[config.mk]
export PLATFORM = sky130hd
export DESIGN_NAME = seg7_reader
export DESIGN_NICKNAME = d
export VERILOG_FILES = /design/src/rtl/seg7_reader.sv
export SDC_FILE = /design/constraint.sdc
export NUM_CORES = 1
export LEC_CHECK = 0
export BUFFER_PORTS_ARGS = -buffer_cell sky130_fd_sc_hd__buf_2
export CAP_MARGIN = 20
export CORE_MARGIN = 2
export CORE_UTILIZATION = 51
export CTS_CLUSTER_DIAMETER = 200
export CTS_CLUSTER_SIZE = 14
export DETAILED_ROUTE_END_ITERATION = 8
export GPL_ROUTABILITY_DRIVEN = 0
export PLACE_DENSITY = 0.76
export SLEW_MARGIN = 20
export SYNTH_ARGS = -nofsm -noshare
export SYNTH_HDL_FRONTEND = slang
export SYNTH_SLANG_ARGS = --single-unit
[constraint.sdc]
create_clock -name clk -period 2 [get_ports clk]
set_input_delay 0.1 -clock clk [delete_from_list [all_inputs] [get_ports clk]]
set_output_delay 0.1 -clock clk [all_outputs]
set_load 0.005 [all_outputs]
[src/rtl/seg7_reader.sv]
// Seven-segment bus reader: waits for a stable digit pattern on a
// multiplexed active-low display bus and decodes it back to hex.
module seg7_reader #(
    parameter int NUM_DIGITS    = 4,
    parameter int STABLE_CYCLES = 4
) (
    input  logic                    clk,
    input  logic                    reset_n,
    input  logic [6:0]              seg_n,
    input  logic [NUM_DIGITS-1:0]   dig_n,
    output logic [4*NUM_DIGITS-1:0] hex_out,
    output logic [NUM_DIGITS-1:0]   digit_valid,
    output logic [NUM_DIGITS-1:0]   digit_blank,
    output logic [NUM_DIGITS-1:0]   digit_err,
    output logic                    cap_stb,
    output logic [2:0]              cap_idx
);

    typedef enum logic [1:0] {
        ST_IDLE,
        ST_COUNT,
        ST_CAPTURE,
        ST_HOLD
    } state_t;

    localparam logic [7:0] LP_STABLE = 8'(STABLE_CYCLES);

    function automatic logic f_onehot_low(input logic [NUM_DIGITS-1:0] d);
        logic [3:0] n;
        n = '0;
        for (int i = 0; i < NUM_DIGITS; i++) begin
            n = n + {3'b000, ~d[i]};
        end
        return (n == 4'd1);
    endfunction

    // Returns {legal, value} for an active-high gfedcba pattern
    function automatic logic [4:0] f_decode(input logic [6:0] p);
        logic [4:0] r;
        case (p)
            7'h3F:   r = 5'h10;
            7'h06:   r = 5'h11;
            7'h5B:   r = 5'h12;
            7'h4F:   r = 5'h13;
            7'h66:   r = 5'h14;
            7'h6D:   r = 5'h15;
            7'h7D:   r = 5'h16;
            7'h07:   r = 5'h17;
            7'h7F:   r = 5'h18;
            7'h67:   r = 5'h19;
            7'h77:   r = 5'h1A;
            7'h7C:   r = 5'h1B;
            7'h39:   r = 5'h1C;
            7'h5E:   r = 5'h1D;
            7'h79:   r = 5'h1E;
            7'h71:   r = 5'h1F;
            default: r = 5'h00;
        endcase
        return r;
    endfunction

    logic [6:0]              r_seg;
    logic [NUM_DIGITS-1:0]   r_dig;
    logic [7:0]              r_cnt;
    state_t                  r_state;
    logic [4*NUM_DIGITS-1:0] r_hex;
    logic [NUM_DIGITS-1:0]   r_valid;
    logic [NUM_DIGITS-1:0]   r_blank;
    logic [NUM_DIGITS-1:0]   r_err;
    logic                    r_stb;
    logic [2:0]              r_idx;

    logic       w_change;
    logic       w_onehot_in;
    logic [7:0] w_cnt_next;
    state_t     w_state_next;
    logic       w_capture;
    logic [2:0] w_idx;
    logic [4:0] w_dec;
    logic       w_blank;

    assign w_change    = (seg_n != r_seg) || (dig_n != r_dig);
    assign w_onehot_in = f_onehot_low(dig_n);
    assign w_dec       = f_decode(~r_seg);
    assign w_blank     = (r_seg == 7'h7F);

    always_comb begin
        w_cnt_next = r_cnt;
        if (w_change) begin
            w_cnt_next = w_onehot_in ? 8'd1 : 8'd0;
        end else if (r_cnt != 8'd0 && r_cnt != 8'hFF) begin
            w_cnt_next = r_cnt + 8'd1;
        end
    end

    // A change on the capture edge itself abandons the window
    always_comb begin
        w_state_next = r_state;
        w_capture    = 1'b0;
        if (w_change) begin
            if (!w_onehot_in) begin
                w_state_next = ST_IDLE;
            end else if (LP_STABLE == 8'd1) begin
                w_state_next = ST_CAPTURE;
            end else begin
                w_state_next = ST_COUNT;
            end
        end else begin
            unique case (r_state)
                ST_IDLE: w_state_next = ST_IDLE;
                ST_COUNT: begin
                    if (w_cnt_next == LP_STABLE) begin
                        w_state_next = ST_CAPTURE;
                    end
                end
                ST_CAPTURE: begin
                    w_capture    = 1'b1;
                    w_state_next = ST_HOLD;
                end
                ST_HOLD: w_state_next = ST_HOLD;
            endcase
        end
    end

    always_comb begin
        w_idx = 3'd0;
        for (int i = 0; i < NUM_DIGITS; i++) begin
            if (!r_dig[i]) begin
                w_idx = 3'(i);
            end
        end
    end

    always_ff @(posedge clk or negedge reset_n) begin
        if (!reset_n) begin
            r_seg   <= 7'h7F;
            r_dig   <= '1;
            r_cnt   <= 8'd0;
            r_state <= ST_IDLE;
        end else begin
            r_seg   <= seg_n;
            r_dig   <= dig_n;
            r_cnt   <= w_cnt_next;
            r_state <= w_state_next;
        end
    end

    always_ff @(posedge clk or negedge reset_n) begin
        if (!reset_n) begin
            r_hex   <= '0;
            r_valid <= '0;
            r_blank <= '0;
            r_err   <= '0;
            r_stb   <= 1'b0;
            r_idx   <= 3'd0;
        end else begin
            r_stb <= w_capture;
            if (w_capture) begin
                r_idx <= w_idx;
            end
            for (int i = 0; i < NUM_DIGITS; i++) begin
                if (w_capture && !r_dig[i]) begin
                    if (w_dec[4]) begin
                        r_hex[4*i +: 4] <= w_dec[3:0];
                    end
                    r_valid[i] <= w_dec[4];
                    r_blank[i] <= w_blank;
                    r_err[i]   <= !w_dec[4] && !w_blank;
                end
            end
        end
    end

    assign hex_out     = r_hex;
    assign digit_valid = r_valid;
    assign digit_blank = r_blank;
    assign digit_err   = r_err;
    assign cap_stb     = r_stb;
    assign cap_idx     = r_idx;

endmodule

==> impl_metrics.py <==
metrics = {
    "yosys": {
        "synthArstFlopShare": 1.00,
        "yosysUniqueCellTypes": 59,
        "synthesis.nets": 288,
        "syn_area_per_cell_um2": 10.3,
        "yosys_most_used_dff": "dfrtp_1",
        "synth_edf_count": 0,
        "syn_area_um2": 2780,
        "synthCells": 270,
        "yosysWarnings": 0,
        "ys_seq_elements": 52,
        "synth.yosys.seq_area_share": 0.472,
    },
    "drt": {
        "post_drt_wl_per_cell_um": 16.7,
        "routed_via_density": 5.58,
        "vias": 2470,
        "routed_wl_um": 7410,
        "wl_met2_um": 3840,
        "drc": 0,
        "wl_met3_um": 353,
        "m1WireLength_um": 3020,
        "dr.first_iter.drc_count": 131,
        "drtPass1Iterations": 4,
        "ant_nets": 0,
        "top_layer_used": "met4",
    },
    "status": {
        "violations": "setup timing",
        "status": "complete, but fails checks",
    },
    "sta": {
        "rsz0062_at_grt": "yes",
        "finalSetupViolations": 7,
        "post-route-period-util": 1.04,
        "fin_skew_ns": 0.0122,
        "drv_slew": 0,
        "fin_crit_ns": 2.08,
        "setup-tns-final_ns": -0.263,
        "fin_hold_ws_ns": 0.354,
        "worst_pin_slew_ns": 0.525,
        "hold_violations": 0,
        "relSlewSlack": 0.649,
        "maxClockFrequency_mhz": 481,
        "layout_setup_ws_ns": -0.0783,
    },
    "die": {
        "ios": 45,
        "placementRows": 26,
        "die_x_um": 77.9,
        "core_area_um2": 5170,
        "dieArea_um2": 6070,
        "initial_core_util": 0.538,
        "die_h_um": 77.9,
    },
    "placed_design": {
        "post-place-ws_ns": -0.0490,
        "port_buffers": 43,
        "dpl.hpwl_um": 4880,
        "place_area_um2": 3340,
    },
    "clock_tree": {
        "cts_buffer_depth": 2,
        "cts_buffers": 5,
        "cts_tree": "built",
        "cts_max_level": 2,
        "clk_latency_ns": 0.31,
        "clkTransAtPathRegs_ns": 0.09,
        "clock-sinks": 52,
        "cts_root_buffer": "clkbuf_8",
    },
    "power_and_ir_drop": {
        "pwr_density_cell_nw_per_um2": 532,
        "ir_worst_vdd_v": 0.000369,
        "total_leakage_power_nw": 1.86,
    },
    "cells_and_area": {
        "area_delta_synth_final_pct": 36.5,
        "nets": 390,
        "n_antenna_cell": 0,
        "utilization": 0.735,
        "stdcell_area_um2": 3800,
        "drive_gt1_frac": 0.429,
    },
    "worst_setup_path": {
        "critPathMaxFanout": 5,
        "rr_worst_depth": 6,
        "cp.required_ns": 2.19,
        "reg2reg_to": "digit_err[2]",
        "startpoint_type": "flip-flop",
        "r2r_setup_slack_ns": -0.08,
        "worst-setup-path-type": "reg2reg",
        "arrival_ns": 2.27,
        "timing.rr.start": "r_seg[5]",
        "crit_path_end_kind": "flip-flop",
    },
    "global_route": {
        "grt_max_degree": 53,
        "antenna_found_initial": 0,
        "gr-total-overflow": 0,
        "first_global_vias": 2378,
        "track_usage": 0.241,
        "grt_pass1_wl_um": 11400,
    },
    "flow_run": {
        "drv_cap": 0,
    },
    "min_path": {
        "hold_path_class": "in2async",
    },
}
## flip-flops by register name, indices dropped and copies added, names as in the netlist
register,count
cap_idx,2
cap_stb,1
digit_blank,4
digit_err,4
digit_valid,4
hex_out,16
r_cnt,8
r_dig,4
r_seg,7
r_state,2
## worst max-delay path by stage
| stage | cells past startpoint | end | from |
|---|---|---|---|
| finish | 6 | digit_err[2] | r_seg[5] |
| global route | 6 | digit_err[2] | r_seg[5] |
| CTS | 9 | hex_out[12] | r_seg[2] |
| detailed placement | 7 | hex_out[12] | r_seg[2] |
| global placement | 7 | digit_err[3] | r_seg[3] |
| floorplan | 8 | hex_out[0] | r_seg[3] |
## Yosys cell counts (5+ instances only)
| library cell | n | area, um^2 |
|---|---|---|
| dfrtp_1 | 41 | 1030 |
| buf_2 | 6 | 30.0 |
| and2_1 | 5 | 31.3 |
| dfstp_2 | 11 | 289 |
| nand4_1 | 7 | 43.8 |
| nor2_1 | 26 | 97.6 |
| nand3_1 | 7 | 35.0 |
| a22o_1 | 5 | 43.8 |
| o21ai_0 | 8 | 40.0 |
| nor3_1 | 6 | 30.0 |
| nand2b_1 | 7 | 43.8 |
| nand2_1 | 24 | 90.1 |
| inv_1 | 9 | 33.8 |
| a2bb2oi_1 | 8 | 70.1 |
| and3_1 | 6 | 37.5 |
| xnor2_1 | 13 | 114 |
## placed cells by master, fill, tap and decap left out, types with 6 or more instances in the layout
| cell type | instances |
|---|---|
| inv_1 | 9 |
| nand3_1 | 7 |
| dlygate4sd3_1 | 12 |
| dfrtp_1 | 41 |
| and3_1 | 6 |
| dfstp_2 | 11 |
| buf_2 | 43 |
| nor2_1 | 23 |
| o21ai_0 | 8 |
| xnor2_1 | 12 |
| buf_4 | 51 |
| nand2_1 | 23 |
| nand4_1 | 7 |
| a2bb2oi_2 | 6 |
## stage by stage
stage,cells,total power [W]
finish,443,0.00202
global route,443,0.00211
CTS,438,0.00200
detailed placement,410,0.00138
global placement,410,0.00138
floorplan,270,0.00127
## timing repair
action / 4_1_cts / 5_1_grt
gates cloned: 1 / 0
pin swaps: 4 / 10
hold endpoints to repair: 52 / 0
hold buffers: 12 / 0
endpoints found under the setup margin: 10 / 29
buffers inserted: 7 / 6
resized for setup: 7 / 25
## routing by layer
metal / GRT usage / vias to the layer above
met1: 0.325 / 1215
met3: 0.0360 / 18
met2: 0.396 / 76
met4: 0.0857 / 0
met5: 0 / -
li1: - / 1161
## kinds of logic (layout without fill, tap and decap cells)
group / count (synthesis) / in the layout / synth area share
AND/OR/NAND/NOR: 117 / 117 / 0.237
flip-flops: 52 / 52 / 0.472
AO/OA/AOI/OAI: 45 / 45 / 0.122
buffers and inverters: 24 / 127 / 0.0485
XOR/XNOR: 18 / 18 / 0.0593
multiplexers: 8 / 8 / 0.0342
adder cells (fa/ha/maj): 5 / 5 / 0.0252
other: 1 / 1 / 0.00135
## final cells by class
| cell class | count | area [um^2] |
|---|---|---|
| clock inverter | 2 | 16.3 |
| fill | 347 | 1370 |
| multi-input combinational | 194 | 1490 |
| sequential | 52 | 1320 |
| inverter | 9 | 33.8 |
| clock buffer | 6 | 72.6 |
| tap | 70 | 87.6 |
| timing repair buffer | 110 | 790 |
## report_power, final
group | switching [W] | internal (W) | total, W
sequential | 0.0000210 | 0.00108 | 0.00110
combinational | 0.000161 | 0.000159 | 0.000320
clock | 0.000353 | 0.000250 | 0.000603
total | 0.000536 | 0.00149 | 0.00202
## critical path, stage by stage, from the launching register on
cell and delay (ns):
dfstp_2 0.60, xnor2_1 0.16, nand3_1 0.12, nor4_2 0.32, buf_4 0.22, and2b_2 0.23, mux2_4 0.31
No activity file was read; power rests on OpenSTA's default activity.
